[config.mk]
export PLATFORM = sky130hd
export DESIGN_NAME = pwm_multi
export DESIGN_NICKNAME = d
export VERILOG_FILES = /design/src/rtl/pwm_multi_pkg.sv /design/src/rtl/pwm_multi_cmp_chan.sv /design/src/rtl/pwm_multi.sv
export SDC_FILE = /design/constraint.sdc
export NUM_CORES = 1
export LEC_CHECK = 0
export ABC_AREA = 1
export BUFFER_PORTS_ARGS = -buffer_cell sky130_fd_sc_hd__buf_2
export CAP_MARGIN = 20
export CORE_MARGIN = 4
export CORE_UTILIZATION = 23
export DETAILED_ROUTE_END_ITERATION = 7
export GPL_ROUTABILITY_DRIVEN = 1
export PLACE_DENSITY_LB_ADDON = 0.1
export SLEW_MARGIN = 20
export SYNTH_ARGS = -nofsm -noshare
export SYNTH_HDL_FRONTEND = slang
export SYNTH_SLANG_ARGS = --single-unit
[constraint.sdc]
create_clock -name clk -period 2.2 [get_ports clk]
set_input_delay 0.11 -clock clk [delete_from_list [all_inputs] [get_ports clk]]
set_output_delay 0.11 -clock clk [all_outputs]
set_load 0.005 [all_outputs]
[src/rtl/pwm_multi_pkg.sv]
// pwm_multi shared definitions.
// Register addresses, CTRL bit positions and counter enums.
package pwm_multi_pkg;

    localparam int ADDR_CTRL   = 0;
    localparam int ADDR_PERIOD = 1;
    localparam int ADDR_PRESC  = 2;
    localparam int ADDR_POL    = 3;
    localparam int ADDR_DUTY0  = 4;

    localparam int CTRL_EN     = 0;
    localparam int CTRL_MODE   = 1;

    typedef enum logic {
        MODE_EDGE   = 1'b0,
        MODE_CENTER = 1'b1
    } mode_e;

    typedef enum logic {
        DIR_UP   = 1'b0,
        DIR_DOWN = 1'b1
    } dir_e;

endpackage

[src/rtl/pwm_multi_cmp_chan.sv]
// One PWM compare channel.
// Active duty copy, compare against the shared counter, polarity, output flop.
module pwm_cmp_chan
    import pwm_multi_pkg::*;
#(
    parameter int CNT_W = 8
) (
    input  logic             clk,
    input  logic             rst,
    input  logic             load_i,
    input  logic [CNT_W-1:0] duty_sh_i,
    input  logic [CNT_W-1:0] cnt_i,
    input  logic             en_i,
    input  logic             pol_i,
    output logic             pwm_o
);

    logic [CNT_W-1:0] duty_q, duty_d;
    logic             pwm_q, pwm_d;

    // Next duty copy and next output level.
    always_comb begin
        duty_d = load_i ? duty_sh_i : duty_q;
        pwm_d  = en_i ? ((cnt_i < duty_q) ^ pol_i) : pol_i;
    end

    // Channel state register.
    always_ff @(posedge clk) begin
        if (rst) begin
            duty_q <= '0;
            pwm_q  <= 1'b0;
        end else begin
            duty_q <= duty_d;
            pwm_q  <= pwm_d;
        end
    end

    assign pwm_o = pwm_q;

endmodule

[src/rtl/pwm_multi.sv]
// Multi-channel PWM: shared prescaled timebase, edge/center counting.
// Shadowed period/duty reload on the period boundary.
module pwm_multi
    import pwm_multi_pkg::*;
#(
    parameter int NCH     = 4,
    parameter int CNT_W   = 8,
    parameter int PRESC_W = 8,
    parameter int ADDR_W  = 4
) (
    input  logic              clk,
    input  logic              rst,
    input  logic              wr_en,
    input  logic [ADDR_W-1:0] wr_addr,
    input  logic [CNT_W-1:0]  wr_data,
    output logic [NCH-1:0]    pwm_o,
    output logic              period_tick
);

    logic               en_q, en_d;
    mode_e              mode_q, mode_d;
    logic [CNT_W-1:0]   per_sh_q, per_sh_d;
    logic [CNT_W-1:0]   per_act_q, per_act_d;
    logic [PRESC_W-1:0] presc_q, presc_d;
    logic [NCH-1:0]     pol_q, pol_d;
    logic [CNT_W-1:0]   duty_sh_q [NCH];
    logic [CNT_W-1:0]   duty_sh_d [NCH];
    logic [PRESC_W-1:0] pcnt_q, pcnt_d;
    logic [CNT_W-1:0]   cnt_q, cnt_d;
    dir_e               dir_q, dir_d;
    logic               tick_q;

    logic mode_chg;
    logic clr;
    logic tick;
    logic evt;
    logic load;

    // Register-file write decode; shadows and immediate regs.
    always_comb begin
        en_d      = en_q;
        mode_d    = mode_q;
        per_sh_d  = per_sh_q;
        presc_d   = presc_q;
        pol_d     = pol_q;
        duty_sh_d = duty_sh_q;
        mode_chg  = 1'b0;
        if (wr_en) begin
            if (wr_addr == ADDR_W'(ADDR_CTRL)) begin
                en_d     = wr_data[CTRL_EN];
                mode_d   = mode_e'(wr_data[CTRL_MODE]);
                mode_chg = (mode_d != mode_q);
            end
            if (wr_addr == ADDR_W'(ADDR_PERIOD)) begin
                per_sh_d = wr_data;
            end
            if (wr_addr == ADDR_W'(ADDR_PRESC)) begin
                presc_d = PRESC_W'(wr_data);
            end
            if (wr_addr == ADDR_W'(ADDR_POL)) begin
                pol_d = NCH'(wr_data);
            end
            for (int i = 0; i < NCH; i++) begin
                if (wr_addr == ADDR_W'(ADDR_DUTY0 + i)) begin
                    duty_sh_d[i] = wr_data;
                end
            end
        end
    end

    // Disable or a mode switch restarts the timebase from the bottom.
    assign clr  = !en_d || mode_chg;
    assign tick = en_q && !clr && (pcnt_q >= presc_q);

    // Prescaler, up/down counter and update-event detection.
    always_comb begin
        evt    = 1'b0;
        cnt_d  = cnt_q;
        dir_d  = dir_q;
        pcnt_d = pcnt_q + PRESC_W'(1);
        if (clr || !en_q) begin
            pcnt_d = '0;
            cnt_d  = '0;
            dir_d  = DIR_UP;
        end else if (tick) begin
            pcnt_d = '0;
            if (mode_q == MODE_EDGE) begin
                if (cnt_q >= per_act_q) begin
                    evt   = 1'b1;
                    cnt_d = '0;
                end else begin
                    cnt_d = cnt_q + CNT_W'(1);
                end
            end else if (per_act_q == '0) begin
                evt   = 1'b1;
                cnt_d = '0;
                dir_d = DIR_DOWN;
            end else if (dir_q == DIR_UP) begin
                if (cnt_q >= per_act_q) begin
                    cnt_d = cnt_q - CNT_W'(1);
                    dir_d = DIR_DOWN;
                end else begin
                    cnt_d = cnt_q + CNT_W'(1);
                end
            end else if (cnt_q == '0) begin
                evt   = 1'b1;
                cnt_d = CNT_W'(1);
                dir_d = DIR_UP;
            end else begin
                cnt_d = cnt_q - CNT_W'(1);
            end
        end
    end

    // While disabled the active copies follow the shadows.
    assign load      = evt || !en_q;
    assign per_act_d = load ? per_sh_q : per_act_q;

    // Configuration and timebase state register.
    always_ff @(posedge clk) begin
        if (rst) begin
            en_q      <= 1'b0;
            mode_q    <= MODE_EDGE;
            per_sh_q  <= '1;
            per_act_q <= '1;
            presc_q   <= '0;
            pol_q     <= '0;
            duty_sh_q <= '{default: '0};
            pcnt_q    <= '0;
            cnt_q     <= '0;
            dir_q     <= DIR_UP;
            tick_q    <= 1'b0;
        end else begin
            en_q      <= en_d;
            mode_q    <= mode_d;
            per_sh_q  <= per_sh_d;
            per_act_q <= per_act_d;
            presc_q   <= presc_d;
            pol_q     <= pol_d;
            duty_sh_q <= duty_sh_d;
            pcnt_q    <= pcnt_d;
            cnt_q     <= cnt_d;
            dir_q     <= dir_d;
            tick_q    <= evt;
        end
    end

    for (genvar i = 0; i < NCH; i++) begin : g_chan
        pwm_cmp_chan #(
            .CNT_W (CNT_W)
        ) u_chan (
            .clk       (clk),
            .rst       (rst),
            .load_i    (load),
            .duty_sh_i (duty_sh_q[i]),
            .cnt_i     (cnt_q),
            .en_i      (en_d),
            .pol_i     (pol_d[i]),
            .pwm_o     (pwm_o[i])
        );
    end

    assign period_tick = tick_q;

endmodule
==> metrics.cfg <==
[logic_synthesis]
synth_top_cells_by_area=dfxtp_1, ha_1, nand2_1, nor2_1, inv_1
synth_warnings=0
ys_seq_elements=116
synthArstFlopShare=0
synthCells=837
synth_top_area_frac=0.383
synth_nets=900
yosysUniqueCellTypes=33
avgSynthCellArea_um2=7.25
synth_edf_count=0
synth_area_um2=6070
yosys.area.top_type=dfxtp_1
synth_top_flop_cell=dfxtp_1
seq_area_frac_synth=0.383

[drt]
dr.pass1.iters=4
drt_iter0_drc=233
drcViolationCount=0
wl_per_cell_um=14.6
ant_nets=0
drt-vias-per-instance=4.17
via_count=5075
totalWireLength_mm=17.7

[run_status]
status=finished clean

[power_and_ir_drop]
pwr-share-comb=0.065
switching_share=0.226
clkPwrFrac=0.534
internal_power_mw=4.18
p_sw_mw=1.22
p_leak_nw=3.31
pwr-share-seq=0.401
vdd_ir_drop_max_mv=0.352
cellPowerDensity_nw_per_um2=742

[clock_tree]
cts_buffer_depth=2
clock_latency_ns=0.41
cts_tree=yes
path_clk_slew_ns=0.06
postCtsSetupBuffers=0
root_buffer=clkbuf_16
h-tree-depth=4
cts.sinks=116
numCtsBuffers=17

[grt]
grt_pass1_wl_mm=28.9
track_usage=0.130
grt_max_degree=34
antenna_found_initial=0
grt_pass1_vias=5011
grt.overflow.total=0

[placement]
io_buffers=19
place_ws_ns=0.0909
place_congestion=0.726
dp_hpwl_mm=12.9

[worst_setup_path]
rrSetupSlack_ns=0.26
required_ns=2.53
worstPathMaxFanout=8
timing.rr.end=cnt_q[3]
crit_path_start=per_act_q[7]
reg2reg_from=per_act_q[7]
cp.arrival_ns=2.28
crit_type=reg2reg
critical_path.startpoint_type=register
worst_r2r_path_depth=9
end_kind=register

[floorplanning]
dieArea_um2=29000
die_h_um=170
boundaryPins=20
row_count=59
fp.coreArea_um2=26000
die_width_um=170
start_util=0.234

[sta]
final_max_slew_viol_count=0
fin_crit_ns=1.94
fin_worst_skew_ns=0.00888
worst_pin_slew_ns=0.891
rsz0062_at_grt=yes
setup_slack_ns=0.255
period_share=0.884
finalSetupViolCount=0
hold_viol=0
fmax_mhz=514
relSlewSlack=0.400

[min_path]
min_from=wr_data[6]
hold_class=in2reg
whs_path_depth=3
whs_endpoint=duty_sh_q[22]

[finish]
nets=936
final_cell_mix=nand2_1, nor2_1, dfxtp_1
drive_gt1_frac=0.133
area_growth_pct=19.8
final_common_cell=nand2_1
post-route-util=0.280
antenna-diode-count=0

[run]
maxCapViolations=0

==> cells by family after synthesis <==
group / after synthesis / synth area share
DFF: 116 / 0.383
and+or+nand+nor: 390 / 0.287
AOI/OAI and AO/OA: 128 / 0.112
adders and majority gates: 48 / 0.0990
xor gates and xnor gates: 11 / 0.0159
buffers and inverters: 144 / 0.103
==> power groups by stage <==
stage | Sequential [mW] | Combinational [mW] | Clock, mW
CTS | 2.16 | 0.358 | 2.96
floorplan | 2.20 | 0.228 | 0
global placement | 2.21 | 0.360 | 0
detailed placement | 2.21 | 0.355 | 0
global route | 2.17 | 0.408 | 3.05
finish | 2.16 | 0.350 | 2.88
==> synth_stat cells, types with 3 or more instances <==
cell,n
nand3_2,20
o21ai_0,58
a21oi_1,57
nor2_1,144
a211oi_1,4
buf_2,7
nor2_2,3
nor3_1,3
or2_2,3
o211ai_1,5
inv_2,4
ha_1,48
nand4_1,3
clkbuf_1,14
xor2_1,11
inv_1,104
dfxtp_1,116
buf_6,8
nand2_1,145
buf_4,4
nand3_1,61
==> flip-flops by register name, indices dropped and copies added (netlist names), 4 cells and up <==
signal and flops:
per_act_q 8, per_sh_q 8, presc_q 8, cnt_q 8
g_chan.u_chan.pwm_o 4, pcnt_q 8, duty_sh_q 32, pol_q 4
g_chan.u_chan.duty_q 32
==> worst max-delay path by stage <==
| stage | end | slack, ns | depth (start not counted) |
|---|---|---|---|
| floorplan | g_chan[3].u_chan.duty_q[4] | 0.38 | 15 |
| CTS | pcnt_q[3] | 0.07 | 9 |
| global route | cnt_q[5] | -0.0002 | 11 |
| global placement | pcnt_q[5] | 0.13 | 9 |
| detailed placement | pcnt_q[3] | 0.09 | 9 |
| finish | cnt_q[3] | 0.26 | 9 |
==> metal layers <==
metal	vias to the layer above	wire [µm]	GRT usage
li1	2746	-	-
met1	2272	9410	0.182
met2	42	7790	0.204
met3	15	351	0.0253
met4	0	195	0.0358
met5	-	0	0
==> critical path, cell delays in order, from the launching register on <==
cell and delay (ns):
dfxtp_1 0.35, inv_1 0.05, ha_1 0.30, a21oi_1 0.19, o21a_1 0.18, nand3_1 0.23, buf_4 0.24, nand2_1 0.06
nand3_1 0.09, a21oi_1 0.17
==> per-stage QoR <==
| stage | hold slack [ns] | std cells | power [mW] | TNS (ns) | instance area [µm²] |
|---|---|---|---|---|---|
| 6_report | 0.0897 | 1218 | 5.39 | 0 | 7270 |
| 5_1_grt | 0.0901 | 1218 | 5.62 | -0.000209 | 7270 |
| 4_1_cts | 0.0791 | 1218 | 5.48 | 0 | 7260 |
| 3_5_place_dp | 0.430 | 1188 | 2.56 | 0 | 6650 |
| 3_3_place_gp | 0.420 | 1188 | 2.57 | 0 | 6650 |
| 2_1_floorplan | 0.182 | 837 | 2.43 | 0 | 6070 |
==> final cells by class <==
type                            count  area (µm²)
Clock inverter                      4        95.1
Fill cell                        2910       18700
Tap cell                          335         419
Multi-Input combinational cell    577        3130
Clock buffer                       25         505
Inverter                          109         410
Sequential cell                   116        2320
Timing Repair Buffer               52         383
==> repair_timing <==
item | in CTS | in global routing
endpoints found under the setup margin | 0 | 8
gates resized for setup | 0 | 2
hold endpoints to repair | 1 | 0
hold buffers | 1 | 0
Note: power is estimated with default switching activity, not from simulation.
